## src/rtl/cfg_pkg.sv

```systemverilog
// Shared definitions for the fabric configuration loader.
//   cfg_state_t : loader FSM state encoding
//   chain_len() : config-chain length derived from cell count and bits per cell
//   DEF_CELLS / DEF_BITS_PER_CELL : default fabric geometry (16 cells x 4 bits = 64)
package cfg_pkg;

    typedef enum logic [2:0] {
        ST_IDLE   = 3'd0,
        ST_LOAD   = 3'd1,
        ST_SHIFT  = 3'd2,
        ST_LATCH  = 3'd3,
        ST_SETTLE = 3'd4,
        ST_DONE   = 3'd5
    } cfg_state_t;

    localparam int DEF_CELLS         = 16;
    localparam int DEF_BITS_PER_CELL = 4;

    function automatic int chain_len(input int cells, input int bits_per_cell);
        return cells * bits_per_cell;
    endfunction

endpackage

```

## src/rtl/cfg_shifter.sv

```systemverilog
// Word shifter for the fabric configuration loader.
// Holds one configuration word and presents it MSB-first.
// Ports:
//   clk, rst    : clock, asynchronous active-high reset
//   load        : capture word into the shift register, restart the bit counter
//   shift       : shift left by one (bit WORD_W-1 leaves first)
//   word        : parallel word input
//   msb         : current serial bit (shift register MSB)
//   word_empty  : high while the last bit of the word sits at the MSB, i.e. a shift
//                 this cycle empties the register
module cfg_shifter
    import cfg_pkg::*;
#(
    parameter int WORD_W = 8
) (
    input  logic              clk,
    input  logic              rst,
    input  logic              load,
    input  logic              shift,
    input  logic [WORD_W-1:0] word,
    output logic              msb,
    output logic              word_empty
);

    localparam int BW = $clog2(WORD_W);
    localparam logic [BW-1:0] LAST_BIT = BW'(WORD_W - 1);

    logic [WORD_W-1:0] shreg_reg;
    logic [BW-1:0]     bit_cnt_reg;

    always_ff @(posedge clk or posedge rst) begin
        if (rst) begin
            shreg_reg   <= '0;
            bit_cnt_reg <= '0;
        end else if (load) begin
            shreg_reg   <= word;
            bit_cnt_reg <= '0;
        end else if (shift) begin
            shreg_reg   <= {shreg_reg[WORD_W-2:0], 1'b0};
            bit_cnt_reg <= bit_cnt_reg + BW'(1);
        end
    end

    assign msb        = shreg_reg[WORD_W-1];
    assign word_empty = (bit_cnt_reg == LAST_BIT);

endmodule

```

## src/rtl/fabric_config_loader.sv

```systemverilog
// Fabric configuration loader.
// Accepts configuration words on a valid/ready stream, shifts them MSB-first into
// the fabric's serial config chain, pulses the chain latch, then keeps the fabric
// in reset for a settle period before releasing it.
// Ports:
//   i_Clock, i_Reset : clock, asynchronous active-high reset
//   i_Start          : begin (re)configuration, honoured in IDLE and DONE
//   i_Abort          : cancel load, return to IDLE (wins over i_Start)
//   i_WordValid/i_Word, o_WordReady : input word stream
//   o_CfgData, o_CfgShift, o_CfgLatch : serial config chain interface
//   o_FabricReset    : fabric user-logic reset
//   o_Busy, o_Done   : status
//   o_BitCount       : bits shifted since the last start
// All outputs are decoded from registered state only.
module fabric_config_loader
    import cfg_pkg::*;
#(
    parameter int CHAIN_LEN         = chain_len(DEF_CELLS, DEF_BITS_PER_CELL),
    parameter int WORD_W            = 8,
    parameter int POST_LATCH_CYCLES = 4,
    localparam int CNT_W            = $clog2(CHAIN_LEN + 1)
) (
    input  logic              i_Clock,
    input  logic              i_Reset,
    input  logic              i_Start,
    input  logic              i_Abort,
    input  logic              i_WordValid,
    input  logic [WORD_W-1:0] i_Word,
    output logic              o_WordReady,
    output logic              o_CfgData,
    output logic              o_CfgShift,
    output logic              o_CfgLatch,
    output logic              o_FabricReset,
    output logic              o_Busy,
    output logic              o_Done,
    output logic [CNT_W-1:0]  o_BitCount
);

    localparam int SW = $clog2(POST_LATCH_CYCLES + 1);
    localparam logic [CNT_W-1:0] CHAIN_END   = CNT_W'(CHAIN_LEN);
    localparam logic [SW-1:0]    SETTLE_LAST = SW'(POST_LATCH_CYCLES - 1);

    cfg_state_t       state_reg, state_next;
    logic [CNT_W-1:0] bit_count_reg, bit_count_next, bit_count_inc;
    logic [SW-1:0]    settle_reg, settle_next;
    logic             load_word;
    logic             shifting;
    logic             shift_msb;
    logic             word_empty;

    assign shifting      = (state_reg == ST_SHIFT);
    assign bit_count_inc = bit_count_reg + CNT_W'(1);

    cfg_shifter #(
        .WORD_W (WORD_W)
    ) u_shifter (
        .clk        (i_Clock),
        .rst        (i_Reset),
        .load       (load_word),
        .shift      (shifting),
        .word       (i_Word),
        .msb        (shift_msb),
        .word_empty (word_empty)
    );

    always_comb begin
        state_next     = state_reg;
        bit_count_next = bit_count_reg;
        settle_next    = settle_reg;
        load_word      = 1'b0;

        // A SHIFT cycle always presents a shift pulse to the chain (outputs are
        // registered decodes), so that bit is counted even if an abort arrives.
        if (shifting) begin
            bit_count_next = bit_count_inc;
        end

        case (state_reg)
            ST_IDLE: begin
                if (i_Start && !i_Abort) begin
                    state_next     = ST_LOAD;
                    bit_count_next = '0;
                end
            end
            ST_LOAD: begin
                // With abort, a presented word is still handshaken but dropped.
                if (i_Abort) begin
                    state_next = ST_IDLE;
                end else if (i_WordValid) begin
                    load_word  = 1'b1;
                    state_next = ST_SHIFT;
                end
            end
            ST_SHIFT: begin
                if (i_Abort) begin
                    state_next = ST_IDLE;
                end else if (bit_count_inc == CHAIN_END) begin
                    // Any bits left in the word are discarded.
                    state_next = ST_LATCH;
                end else if (word_empty) begin
                    state_next = ST_LOAD;
                end
            end
            ST_LATCH: begin
                if (i_Abort) begin
                    state_next = ST_IDLE;
                end else begin
                    state_next  = ST_SETTLE;
                    settle_next = '0;
                end
            end
            ST_SETTLE: begin
                if (i_Abort) begin
                    state_next = ST_IDLE;
                end else if (settle_reg == SETTLE_LAST) begin
                    state_next = ST_DONE;
                end else begin
                    settle_next = settle_reg + SW'(1);
                end
            end
            ST_DONE: begin
                if (i_Abort) begin
                    state_next = ST_IDLE;
                end else if (i_Start) begin
                    state_next     = ST_LOAD;
                    bit_count_next = '0;
                end
            end
            default: begin
                state_next = ST_IDLE;
            end
        endcase
    end

    always_ff @(posedge i_Clock or posedge i_Reset) begin
        if (i_Reset) begin
            state_reg     <= ST_IDLE;
            bit_count_reg <= '0;
            settle_reg    <= '0;
        end else begin
            state_reg     <= state_next;
            bit_count_reg <= bit_count_next;
            settle_reg    <= settle_next;
        end
    end

    assign o_WordReady   = (state_reg == ST_LOAD);
    assign o_CfgShift    = shifting;
    assign o_CfgData     = shifting & shift_msb;
    assign o_CfgLatch    = (state_reg == ST_LATCH);
    assign o_FabricReset = (state_reg != ST_DONE);
    assign o_Busy        = (state_reg == ST_LOAD) || (state_reg == ST_SHIFT) ||
                           (state_reg == ST_LATCH) || (state_reg == ST_SETTLE);
    assign o_Done        = (state_reg == ST_DONE);
    assign o_BitCount    = bit_count_reg;

endmodule

```

## config.mk

```make
export PLATFORM = sky130hd
export DESIGN_NAME = fabric_config_loader
export DESIGN_NICKNAME = d
export VERILOG_FILES = /design/src/rtl/cfg_pkg.sv /design/src/rtl/cfg_shifter.sv /design/src/rtl/fabric_config_loader.sv
export SDC_FILE = /design/constraint.sdc
export NUM_CORES = 1
export LEC_CHECK = 0
export CAP_MARGIN = 20
export CORE_UTILIZATION = 35
export CTS_CLUSTER_SIZE = 14
export DETAILED_ROUTE_END_ITERATION = 16
export GPL_ROUTABILITY_DRIVEN = 1
export PLACE_DENSITY = 0.59
export SLEW_MARGIN = 20
export SYNTH_ARGS = -nofsm -noshare
export SYNTH_HDL_FRONTEND = slang
export SYNTH_SLANG_ARGS = --single-unit
```

## constraint.sdc

```tcl
create_clock -name i_Clock -period 1.77 [get_ports i_Clock]
set_input_delay 0.177 -clock i_Clock [delete_from_list [all_inputs] [get_ports i_Clock]]
set_output_delay 0.177 -clock i_Clock [all_outputs]
set_load 0.05 [all_outputs]
```

# Word-level counts from Yosys, hierarchy flattened
# Cells that the tools add are included.
dict set report word_totals {
  latch_bits 0
  input_bits 13
  mem_count 0
  regBits 24
  rom_bits 0
  ram_bits 0
  output_inout_bits 14
}
dict set report op_classes {
  reduce_logical 10
  shifts 0
  order_cmp 0
  mux 28
  n_addsub 3
  eq_ne 17
  n_div 0
  bitwise 1
  multipliers 0
}
# cell count
set ops {}
lappend ops {{2-to-1 mux 3 bit} 16}
lappend ops {{2-to-1 mux 7 bit} 4}
lappend ops {{one-hot mux 3 bit (6 select lines)} 1}
lappend ops {{2-to-1 mux 8 bit} 2}
lappend ops {{one-hot mux 7 bit (2 select lines)} 1}
lappend ops {{inequality test 3 bit, second input constant} 4}
lappend ops {{equality test 3 x 2 -> 1 bit, second input constant} 3}
lappend ops {{equality test 3 bit, second input constant} 3}
lappend ops {{inequality test 2 bit, second input constant} 4}
lappend ops {{adder 7 x 1 -> 7 bit, second input constant} 1}
lappend ops {{equality test 7 bit, second input constant} 1}
lappend ops {{adder 3 x 1 -> 3 bit, second input constant} 2}
lappend ops {{one-hot mux 3 bit (2 select lines)} 1}
lappend ops {{AND reduction 5 bit} 1}
lappend ops {{inequality test 4 x 2 -> 1 bit, second input constant} 1}
lappend ops {{AND reduction 4 bit} 1}
lappend ops {{nonzero test 2 bit} 2}
lappend ops {{equality test 3 x 1 -> 1 bit, second input constant} 1}
lappend ops {{logical NOT 3 bit} 1}
lappend ops {{logical OR 1 bit} 3}
lappend ops {{2-to-1 mux 1 bit} 3}
lappend ops {{bitwise AND 1 bit} 1}
lappend ops {{logical AND 1 bit} 1}
lappend ops {{logical NOT 1 bit} 1}

# Logic depth before layout (Yosys ltp)
dict set report logic_depth {
  depth_word 5
  ltp_mapped 7
}

# Modules after synthesis
# Synthesis repeated with hierarchy kept, for this count alone.
dict set report hier_totals {
  cells_unflattened 133
  hier_area_um2 1310.0
}
# module instances cells_each seq_area_each_um2 area_each_um2
set modules_own_cells {}
lappend modules_own_cells {fabric_config_loader 1 86 325.3 795.8}
lappend modules_own_cells {cfg_shifter 1 47 275.3 514.2}

# Worst setup path after synthesis
# Ideal clock, no wire load.
dict set report synth_timing {
  kind {reg-to-output}
  startpoint {reg state_reg[2]}
  endpoint {out o_CfgData}
  path_stages_with_launch 7
  required_time_ns 1.593
  setup_slack_ns -0.086
  arrival_time_ns 1.679
  cell_sequence {dfrtp_1 buf_6 or3b_1 buf_6 inv_8 buf_12 and2_1}
}
dict set report synth_between {
  elab_chain_len 2
}
# item line
set synth_rtl {}
lappend synth_rtl {{from (decl)} fabric_config_loader.sv:43} ;# cfg_state_t state_reg, state_next;
lappend synth_rtl {{from (signal assigned)} fabric_config_loader.sv:141} ;# state_reg <= state_next;
lappend synth_rtl {{equality test 3 x 2 -> 1 bit} fabric_config_loader.sv:51} ;# assign shifting = (state_reg == ST_SHIFT);
lappend synth_rtl {{via o_CfgShift} fabric_config_loader.sv:31} ;# output logic o_CfgShift,
lappend synth_rtl {{bitwise AND 1 bit} fabric_config_loader.sv:149} ;# assign o_CfgData = shifting & shift_msb;
lappend synth_rtl {{to (decl)} fabric_config_loader.sv:30} ;# output logic o_CfgData,
# The timed path passes the listed nets, and every way through them passes these cells.

# Worst setup path in the final report
dict set report layout_timing {
  startpoint {reg bit_count_reg[6], in the netlist o_BitCount[6]}
  endpoint {out o_BitCount[6]}
}
# item line
set layout_rtl {}
lappend layout_rtl {{from (decl)} fabric_config_loader.sv:44} ;# logic [CNT_W-1:0] bit_count_reg, bit_count_next, bit_count_inc;
lappend layout_rtl {{from (signal assigned)} fabric_config_loader.sv:142} ;# bit_count_reg <= bit_count_next;
lappend layout_rtl {{to (decl)} fabric_config_loader.sv:36} ;# output logic [CNT_W-1:0] o_BitCount
# No word-level cell between the ends.

==> summary.md <==
| Metric | Value |
|---|---|
| Final wirelength | `2.53 mm` |
| Maximum vdd drop | `494 uV` |
| CP Max Fanout | `4` |
| Starting Density | `37.8%` |
| Final Critical Period | `1.70 ns` |
| # rows | `21` |
| Placer Congestion | `0.750` |
| CP Cell Sequence | `clkdlybuf4s50_1` |
| Number of synthesized register bits | `24` |
| Largest net degree at the start of global routing | `25` |
| TNS Setup | `0 ns` |
| P_leak | `0.832 nW` |
| Ant. Diodes | `0` |
| Drt via density | `4.85` |
| Number of global-route vias before repair | `1025` |
| DP Worst Slack | `0.160 ns` |
| Clock sink count | `24` |
| Drt wl/cell | `11.8 um` |
| CTS buffer count | `3` |
| Initial antenna violation count | `0` |
| Die area | `4000 sq um` |
| Setup crit start kind | `flop` |
| Mapped cell area | `1310 sq um` |
| Overflow after GRT | `0` |
| Max incr delay on CP | `0.83 ns` |
| Max Clk Rate | `0.589 GHz` |
| Area added between synthesis and finish | `34.5%` |
| Fillers | `326` |
| Pre-antenna DRT Iters | `4` |
| Clk Latency, worst-skew pair | `0.27 ns` |
| Clk root buf | `clkbuf_8` |
| Slowest CP cell | `clkdlybuf4s50_1` |
| Hold crit path type | `primary input to asynchronous set/reset pin` |
| Vias | `1043` |
| Total power | `1.81 mW` |
| Final std cells w/o fill | `215` |
| Worst setup margin | `0.0730 ns` |
| DRC | `0` |
| Synth warn | `0` |
| Endpoints failing hold | `0` |
| DP HPWL | `1.87 mm` |
| Required time worst endpoint | `1.59 ns` |
| H-tree levels | `1` |
| DRT iter0 DRCs | `51` |
| Worst reg-to-reg path cell count | `6` |
| Cell family with most CP delay | `buffers and inverters` |
| WHS | `0.241 ns` |
| Synth Net Count | `153` |
| Max Slew Vio Count | `0` |
| Register area share after synthesis | `45.8%` |
| Met1 usage | `18.6%` |
| Met2 usage | `22.8%` |
| Worst R2R End | `settle_reg[0]` |
| Final Cell Area | `1760 sq um` |
| Met3 GRT Util | `3.08%` |
| Kind of critical path | `flop to primary output` |
| Overall Global Routing Usage | `14.5%` |
| Placed inst area | `1680 sq um` |
| Routed Antenna Nets | `0` |
| Syn_area_per_cell | `9.71 sq um` |
| Mapped Cells | `135` |
| Power Density | `1030 nW/um^2` |
| Die width | `63.2 um` |
| Outcome | `complete, no violations` |
| Global routing's busiest layer | `met2` |
| Worst R2R Setup Slack | `0.17 ns` |
| Commonest non-fill, non-tap cells in the layout | `nand2_1 (24), dfrtp_1 (24), buf_4 (16)` |
| Core box area | `3470 sq um` |
| Max reg flops | `8` |
| Crit path from | `o_BitCount[6]` |
| CTS tree | `done` |
| Clk slew on worst S/H paths | `0.08 ns` |
| Crit share post-route | `95.9%` |
| # setup viols final | `0` |
| Placed cells | `208` |
| R2r startpoint | `settle_reg[0]` |
| Yosys cell types | `37` |
| Port buffer count | `26` |
| CP arrival | `1.52 ns` |
| Layout cells sized above 1 | `20.1%` |
| Maximum clock insertion buffer count | `2` |
| Worst Max-Slew Pin Slew | `0.487 ns` |
| Crit path capture type | `primary output` |
| Slew headroom | `67.4%` |
| Maximum capacitance violations | `0` |
| Die Span Y | `63.2 um` |
| First-pass GRT wire length | `4.53 mm` |
| Fin util | `50.9%` |
| Num ports | `27` |
| Final nets | `188` |
| Worst path bufs/invs | `1` |
| RSZ-0062 raised after global routing | `no` |
| Final Skew | `0.00705 ns` |
[cell usage after synthesis, drive strengths merged]
master	n	share of area [%]
and2	1	0.48
clkbuf	1	0.29
xnor2	4	2.7
o21ai	10	4.1
or3b	1	0.67
nor3	4	2.4
dfrtp	24	46
xor2	4	2.7
o2bb2ai	1	0.67
nor4b	2	1.3
nor2b	2	0.95
inv	5	2.0
a21oi	7	2.7
ha	5	4.8
a221oi	1	0.67
buf	6	4.6
or2	1	0.48
nand3	2	0.76
a211o	1	0.67
and2b	1	0.57
and3	2	0.95
mux2i	5	3.8
nor3b	2	1.1
nand2b	1	0.48
and3b	1	0.76
nand2	24	6.9
nand3b	1	0.57
a221o	2	1.5
nand4	2	0.95
o21bai	1	0.57
nor2	11	3.1
[layer usage]
layer	up-vias	wire, um
met2	31	1110
met4	0	61
met1	479	1240
met3	5	123
met5	-	0
li1	528	-
[cell type report]
class | instances | area [sq um] | area share, %
sequential | 24 | 601 | 34.0
multi-input combinational | 99 | 624 | 35.4
inverter | 5 | 26.3 | 1.49
tap | 46 | 57.6 | 3.26
timing repair buffer | 37 | 400 | 22.7
clock buffer | 4 | 55.1 | 3.12
[where the power goes]
part / internal (mW) / switching [mW] / leakage [nW]
Sequential: 0.706 / 0.114 / 0.317
Combinational: 0.287 / 0.328 / 0.486
Clock: 0.199 / 0.174 / 0.0288
Total: 1.19 / 0.617 / 0.832
[timing repair]
action,CTS,global route
hold buffers,0,0
resized for setup,1,0
buffers inserted,3,0
setup endpoints to repair,1,0
[cells by family after synthesis]
logic type      count (synthesis)  synth area share [%]
simple gates                   58                  22.5
fa+ha+maj                       5                  4.77
compound gates                 23                  10.9
mux                             5                  3.82
buf+inv                        12                  6.87
flops                          24                  45.8
xor+xnor                        8                  5.34
[worst max path at each step]
stage               cells past startpoint                      to  slack (ns)
floorplan                               6               o_CfgData        0.04
global placement                        5  u_shifter.shreg_reg[6]        0.20
detailed placement                      4            state_reg[0]        0.16
CTS                                     1           o_BitCount[6]        0.06
global route                            1           o_BitCount[6]        0.02
finish                                  1           o_BitCount[6]        0.07
[worst min-delay path, stage by stage]
cell and delay [ns]:
clkdlybuf4s50_1 0.39, inv_1 0.05, buf_4 0.29
Note: power is estimated with default switching activity, not from simulation.
